--- config.mk ---
export PLATFORM = sky130hd
export DESIGN_NAME = gen2_cmd_tx
export DESIGN_NICKNAME = d
export VERILOG_FILES = /design/src/rtl/gen2_pkg.sv /design/src/rtl/gen2_crc_gen.sv /design/src/rtl/gen2_cmd_tx.sv
export SDC_FILE = /design/constraint.sdc
export NUM_CORES = 1
export LEC_CHECK = 0
export BUFFER_PORTS_ARGS = -buffer_cell sky130_fd_sc_hd__clkbuf_2
export CAP_MARGIN = 30
export CORE_ASPECT_RATIO = 1.5
export CORE_MARGIN = 1.5
export CORE_UTILIZATION = 56
export CTS_BUF_LIST = sky130_fd_sc_hd__clkbuf_8
export CTS_CLUSTER_SIZE = 25
export DETAILED_ROUTE_END_ITERATION = 10
export PLACE_DENSITY = 0.78
export SLEW_MARGIN = 15
export SYNTH_ARGS = -nofsm -noshare
export SYNTH_HDL_FRONTEND = slang
export SYNTH_SLANG_ARGS = --single-unit
--- constraint.sdc ---
create_clock -name clk -period 6.5 [get_ports clk]
set_clock_uncertainty 0.05 [all_clocks]
set_input_delay 0.975 -clock clk [delete_from_list [all_inputs] [get_ports clk]]
set_output_delay 0.975 -clock clk [all_outputs]
set_load 0.005 [all_outputs]
--- src/rtl/gen2_pkg.sv ---
// Shared Gen2 reader-command definitions: opcodes, frame geometry, CRC constants
// and the serializer state encoding.
package gen2_pkg;

    localparam logic [3:0] CMD_QUERYREP = 4'd0;
    localparam logic [3:0] CMD_ACK      = 4'd1;
    localparam logic [3:0] CMD_QUERY    = 4'd2;
    localparam logic [3:0] CMD_QUERYADJ = 4'd3;
    localparam logic [3:0] CMD_NACK     = 4'd5;
    localparam logic [3:0] CMD_REQRN    = 4'd6;
    localparam logic [3:0] CMD_READ     = 4'd7;

    localparam logic [4:0]  CRC5_PRESET   = 5'b01001;
    localparam logic [4:0]  CRC5_POLY     = 5'b01001;
    localparam logic [15:0] CRC16_PRESET  = 16'hFFFF;
    localparam logic [15:0] CRC16_POLY    = 16'h1021;
    localparam logic [15:0] CRC16_RESIDUE = 16'h1D0F;

    typedef enum logic [1:0] {CRC_NONE, CRC_5, CRC_16} crc_kind_t;

    typedef enum logic [2:0] {S_IDLE, S_BODY, S_CRC5, S_CRC16, S_FINISH} tx_state_t;

    function automatic logic cmd_valid(input logic [3:0] cmd);
        case (cmd)
            CMD_QUERYREP, CMD_ACK, CMD_QUERY, CMD_QUERYADJ,
            CMD_NACK, CMD_REQRN, CMD_READ: return 1'b1;
            default:                       return 1'b0;
        endcase
    endfunction

    // Body length excludes any trailing CRC bits.
    function automatic logic [5:0] cmd_body_len(input logic [3:0] cmd);
        case (cmd)
            CMD_QUERYREP: return 6'd4;
            CMD_ACK:      return 6'd18;
            CMD_QUERY:    return 6'd17;
            CMD_QUERYADJ: return 6'd9;
            CMD_NACK:     return 6'd8;
            CMD_REQRN:    return 6'd24;
            CMD_READ:     return 6'd42;
            default:      return 6'd0;
        endcase
    endfunction

    function automatic crc_kind_t cmd_crc_kind(input logic [3:0] cmd);
        case (cmd)
            CMD_QUERY:           return CRC_5;
            CMD_REQRN, CMD_READ: return CRC_16;
            default:             return CRC_NONE;
        endcase
    endfunction

endpackage

--- src/rtl/gen2_crc_gen.sv ---
// Serial CRC5/CRC16 generator; both registers advance together on every enabled bit.
module gen2_crc_gen
    import gen2_pkg::*;
(
    input  logic        clk,
    input  logic        reset_n,
    input  logic        preset,
    input  logic        enable,
    input  logic        din,
    output logic [4:0]  crc5,
    output logic [15:0] crc16,
    output logic [4:0]  crc5_next,
    output logic [15:0] crc16_next
);

    always_comb begin
        crc5_next  = {crc5[3:0], 1'b0} ^ ((din ^ crc5[4]) ? CRC5_POLY : 5'd0);
        crc16_next = {crc16[14:0], 1'b0} ^ ((din ^ crc16[15]) ? CRC16_POLY : 16'd0);
    end

    always_ff @(posedge clk or negedge reset_n) begin
        if (!reset_n) begin
            crc5  <= CRC5_PRESET;
            crc16 <= CRC16_PRESET;
        end else if (preset) begin
            crc5  <= CRC5_PRESET;
            crc16 <= CRC16_PRESET;
        end else if (enable) begin
            crc5  <= crc5_next;
            crc16 <= crc16_next;
        end
    end

endmodule

--- src/rtl/gen2_cmd_tx.sv ---
// Gen2 reader command serializer: latches a command frame, appends its CRC and
// shifts it out MSB first, one bit per bit_en strobe.
module gen2_cmd_tx
    import gen2_pkg::*;
(
    input  logic        clk,
    input  logic        reset_n,
    input  logic        start,
    input  logic [3:0]  cmd_sel,
    input  logic        dr,
    input  logic        trext,
    input  logic        target,
    input  logic [1:0]  m,
    input  logic [1:0]  sel,
    input  logic [1:0]  session,
    input  logic [3:0]  q,
    input  logic [2:0]  updn,
    input  logic [15:0] rn16,
    input  logic [1:0]  membank,
    input  logic [7:0]  wordptr,
    input  logic [7:0]  wordcount,
    input  logic        bit_en,
    output logic        bitout,
    output logic        bit_valid,
    output logic        preamble,
    output logic        busy,
    output logic        done,
    output logic        cmd_err
);

    tx_state_t   state, state_next;
    crc_kind_t   kind;
    logic [63:0] frame;
    logic [63:0] shreg;
    logic [5:0]  remain;
    logic [3:0]  crc_cnt;
    logic        bit_q, is_query, err_q;
    logic        accept, body_step, crc_step, last_crc;
    logic [4:0]  crc5, crc5_next;
    logic [15:0] crc16, crc16_next;

    assign accept    = (state == S_IDLE) && start && cmd_valid(cmd_sel);
    assign body_step = (state == S_BODY) && bit_en;
    assign crc_step  = ((state == S_CRC5) || (state == S_CRC16)) && bit_en;
    assign last_crc  = ((state == S_CRC5) && (crc_cnt == 4'd4)) ||
                       ((state == S_CRC16) && (crc_cnt == 4'd15));

    gen2_crc_gen u_crc (
        .clk        (clk),
        .reset_n    (reset_n),
        .preset     (accept),
        .enable     (body_step),
        .din        (shreg[63]),
        .crc5       (crc5),
        .crc16      (crc16),
        .crc5_next  (crc5_next),
        .crc16_next (crc16_next)
    );

    always_comb begin
        frame = '0;
        case (cmd_sel)
            CMD_QUERYREP: frame = {2'b00, session, 60'd0};
            CMD_ACK:      frame = {2'b01, rn16, 46'd0};
            CMD_QUERY:    frame = {4'b1000, dr, m, trext, sel, session, target, q, 47'd0};
            CMD_QUERYADJ: frame = {4'b1001, session, updn, 55'd0};
            CMD_NACK:     frame = {8'b11000000, 56'd0};
            CMD_REQRN:    frame = {8'b11000001, rn16, 40'd0};
            CMD_READ:     frame = {8'b11000010, membank, wordptr, wordcount, rn16, 22'd0};
            default:      frame = '0;
        endcase
    end

    always_ff @(posedge clk or negedge reset_n) begin
        if (!reset_n) state <= S_IDLE;
        else          state <= state_next;
    end

    always_comb begin
        state_next = state;
        case (state)
            S_IDLE:  if (accept) state_next = S_BODY;
            S_BODY: begin
                if (bit_en && remain == 6'd1) begin
                    case (kind)
                        CRC_5:   state_next = S_CRC5;
                        CRC_16:  state_next = S_CRC16;
                        default: state_next = S_FINISH;
                    endcase
                end
            end
            S_CRC5, S_CRC16: if (bit_en && last_crc) state_next = S_FINISH;
            S_FINISH: state_next = S_IDLE;
            default:  state_next = S_IDLE;
        endcase
    end

    // The next bit is registered one edge ahead so the body-to-CRC handoff uses
    // the CRC value that already includes the last body bit.
    always_ff @(posedge clk or negedge reset_n) begin
        if (!reset_n) begin
            shreg    <= '0;
            remain   <= '0;
            crc_cnt  <= '0;
            kind     <= CRC_NONE;
            bit_q    <= 1'b0;
            is_query <= 1'b0;
            err_q    <= 1'b0;
        end else begin
            err_q <= (state == S_IDLE) && start && !cmd_valid(cmd_sel);
            if (accept) begin
                shreg    <= frame;
                remain   <= cmd_body_len(cmd_sel);
                kind     <= cmd_crc_kind(cmd_sel);
                is_query <= (cmd_sel == CMD_QUERY);
                crc_cnt  <= '0;
                bit_q    <= frame[63];
            end else if (body_step) begin
                shreg  <= {shreg[62:0], 1'b0};
                remain <= remain - 6'd1;
                if (remain == 6'd1) begin
                    case (kind)
                        CRC_5:   bit_q <= crc5_next[4];
                        CRC_16:  bit_q <= ~crc16_next[15];
                        default: bit_q <= 1'b0;
                    endcase
                end else begin
                    bit_q <= shreg[62];
                end
            end else if (crc_step) begin
                crc_cnt <= crc_cnt + 4'd1;
                if (last_crc)              bit_q <= 1'b0;
                else if (state == S_CRC5)  bit_q <= crc5[3'd3 - crc_cnt[2:0]];
                else                       bit_q <= ~crc16[4'd14 - crc_cnt];
            end
        end
    end

    assign bitout    = bit_q;
    assign busy      = (state == S_BODY) || (state == S_CRC5) || (state == S_CRC16);
    assign bit_valid = busy;
    assign preamble  = is_query && busy;
    assign done      = (state == S_FINISH);
    assign cmd_err   = err_q;

endmodule

==> results.tsv <==
metric	value	unit
status	completed	
Num CTS Buffers	9	
Worst setup SP type	primary input	
Die Wd	76.2	µm
P&R area growth vs syn	12.2	%
# IOs	64	
P_leak	0.00224	µW
synthesized area	4500	µm²
Hold Buf Count CTS	0	
top post-synthesis cells by area	dfrtp_1, dfstp_2, a21oi_1, nand2_1, nor2_1	
Hold Path Class	in2async	
Cells after Synth	490	
Yosys top cell area share	35.0	%
unrepaired setup endpoints after global routing	no	
first-pass GRT wire length	18.4	mm
FP Rows	39	
CP required	6760	ps
Mapped Nets	555	
max_cap viols	0	
Worst Path Arrival	3240	ps
worst skew pair latency	370	ps
asr flop ratio synth	100	%
kind of critical path	in2reg	
pre-CTS setup slack	2820	ps
most frequent cells in the layout	dfrtp_1, nand2_1, clkbuf_2	
worst-margin pin slew	840	ps
number of global-route vias before repair	3689	
GRT Overall Usage	27.5	%
Vias per Instance	6.13	
Setup TNS	0	ps
post-layout min period	2980	ps
setup violators final	0	
crit-path max FO	33	
# DRC	0	
final hold viol count	0	
Final Cycle Share	45.8	%
Most used DFF post-synth	dfrtp_1	
root buffer cell	clkbuf_8	
count of pins over their slew limit	0	
die area	8600	µm²
gpl congestion	0.845	
port bufs	63	
antenna violations before repair	0	
Final WS setup	3520	ps
ratio of cells with drive above 1 in the final layout	23.4	%
sequential share of the synthesized area	45.5	%
TritonCTS sink count	81	
CTS tree	built	
register bit total from synthesis	81	
Critical Path End Type	flip-flop	
CTS H-tree depth	3	
core area	7710	µm²
clk slew on worst S/H paths	90	ps
initial core utilization	58.4	%
DRT antenna net count	0	
Resize count post-CTS	0	
fin area	5050	µm²
post-CTS setup buffer count	0	
Wirelength per Cell	17.4	µm
final wirelength	11.1	mm
Pwr per Cell Area	402	nW/µm²
via count	3902	
most common cell after layout, fill and taps aside	dfrtp_1	
number of DRC markers in iteration 0	387	
die boundary height	113	µm
placed cell areas	4840	µm²
GRT overflow	0	
Worst slew margin	43.9	%
synthesized area per cell	9.19	µm²
Min Hold Slack	418	ps
diode count	0	
Peak VDD IR	0.000213	V
Post-DP HPWL	7.64	mm
pin count of the biggest net entering global routing	72	
Post-synth EDFFs	0	
# nets final	595	
Synth area leader	dfrtp_1	
Peak Freq	336	MHz
maximum root-to-sink buffer count	2	
Synth cell types	54	
number of synthesis warnings	0	
drt first pass iters	5	
kinds of logic after synthesis:
| family | synth area share (%) |
|---|---|
| multiplexers | 7.64 |
| buffers and inverters | 5.11 |
| AND/OR/NAND/NOR | 16.7 |
| AO/OA/AOI/OAI | 20.9 |
| adder cells (fa/ha/maj) | 1.94 |
| flip-flops | 45.5 |
| XOR/XNOR | 2.14 |
sequential cells by signal, summed over array words and instances, names as in the netlist, 2 cells and up:
name	cells
u_crc.crc16	16
shreg	42
remain	6
crc_cnt	4
state	3
u_crc.crc5	5
kind	2
stage by stage:
| step | std cells | total power [µW] | util, % |
|---|---|---|---|
| final | 637 | 2030 | 65.5 |
| after global routing | 637 | 2190 | 65.5 |
| after CTS | 636 | 2030 | 65.4 |
| after detailed placement | 620 | 1650 | 62.8 |
| after global placement | 617 | 1610 | 62.1 |
| after floorplan | 490 | 1460 | - |
cell usage after synthesis (all sizes together), types with 2 or more instances:
cell type / n
a211o: 2
a21o: 2
a21oi: 55
a221oi: 2
a222oi: 8
a22oi: 18
a311oi: 2
a31oi: 19
a32oi: 3
and2: 3
and3: 2
and3b: 2
buf: 19
clkbuf: 21
dfrtp: 63
dfstp: 18
ha: 7
inv: 9
mux2: 11
mux2i: 13
mux4: 4
nand2: 62
nand2b: 6
nand3: 14
nand3b: 4
nand4: 2
nor2: 50
nor3: 9
nor4: 3
o21ai: 29
or3: 2
or4b: 2
xnor2: 5
xor2: 6
path summary, 6_finish.rpt:
path / to / slack, ps / startpoint / cells after the start
min in group clk: is_query$_DFFE_PN0P_ / 420 / is_query$_DFFE_PN0P_ / 1
min reg2reg: is_query$_DFFE_PN0P_ / 420 / is_query$_DFFE_PN0P_ / 1
max in group asynchronous: u_crc.crc16[5]$_DFFE_PN1P_ / 5350 / reset_n / 2
min: state[0]$_DFFE_PN0P_ / 420 / reset_n / 1
max: bitout$_DFFE_PN0P_ / 3520 / cmd_sel[0] / 7
max reg2reg: bitout$_DFFE_PN0P_ / 3830 / state[0]$_DFFE_PN0P_ / 6
cell type report:
type / count / area [µm²]
Clock buffer: 9 / 124
Clock inverter: 7 / 76.3
Fill cell: 650 / 2660
Inverter: 9 / 33.8
Multi-Input combinational cell: 360 / 2240
Sequential cell: 81 / 2050
Tap cell: 102 / 128
Timing Repair Buffer: 69 / 397
power breakdown:
part           total (µW)  internal [µW]  switching, µW
clock network         378            180            198
logic                 750            334            416
registers             902            733            169
total                2030           1250            784
per-layer routing:
metal,part of all wire [%],GRT usage [%],vias up,routed length (µm)
met4,2.8,13.6,0,312
met5,0,0,-,0
li1,-,-,1856,-
met3,5.8,4.35,19,648
met1,41,34.8,1876,4520
met2,51,46.0,151,5600
critical path, stage by stage:
cell and delay, ps:
clkbuf_2 440, nor2_1 490, a211oi_4 160, buf_6 190, nor2_2 650, a32oi_1 200, nand4_1 120
Power figures use the tool's default switching activity.
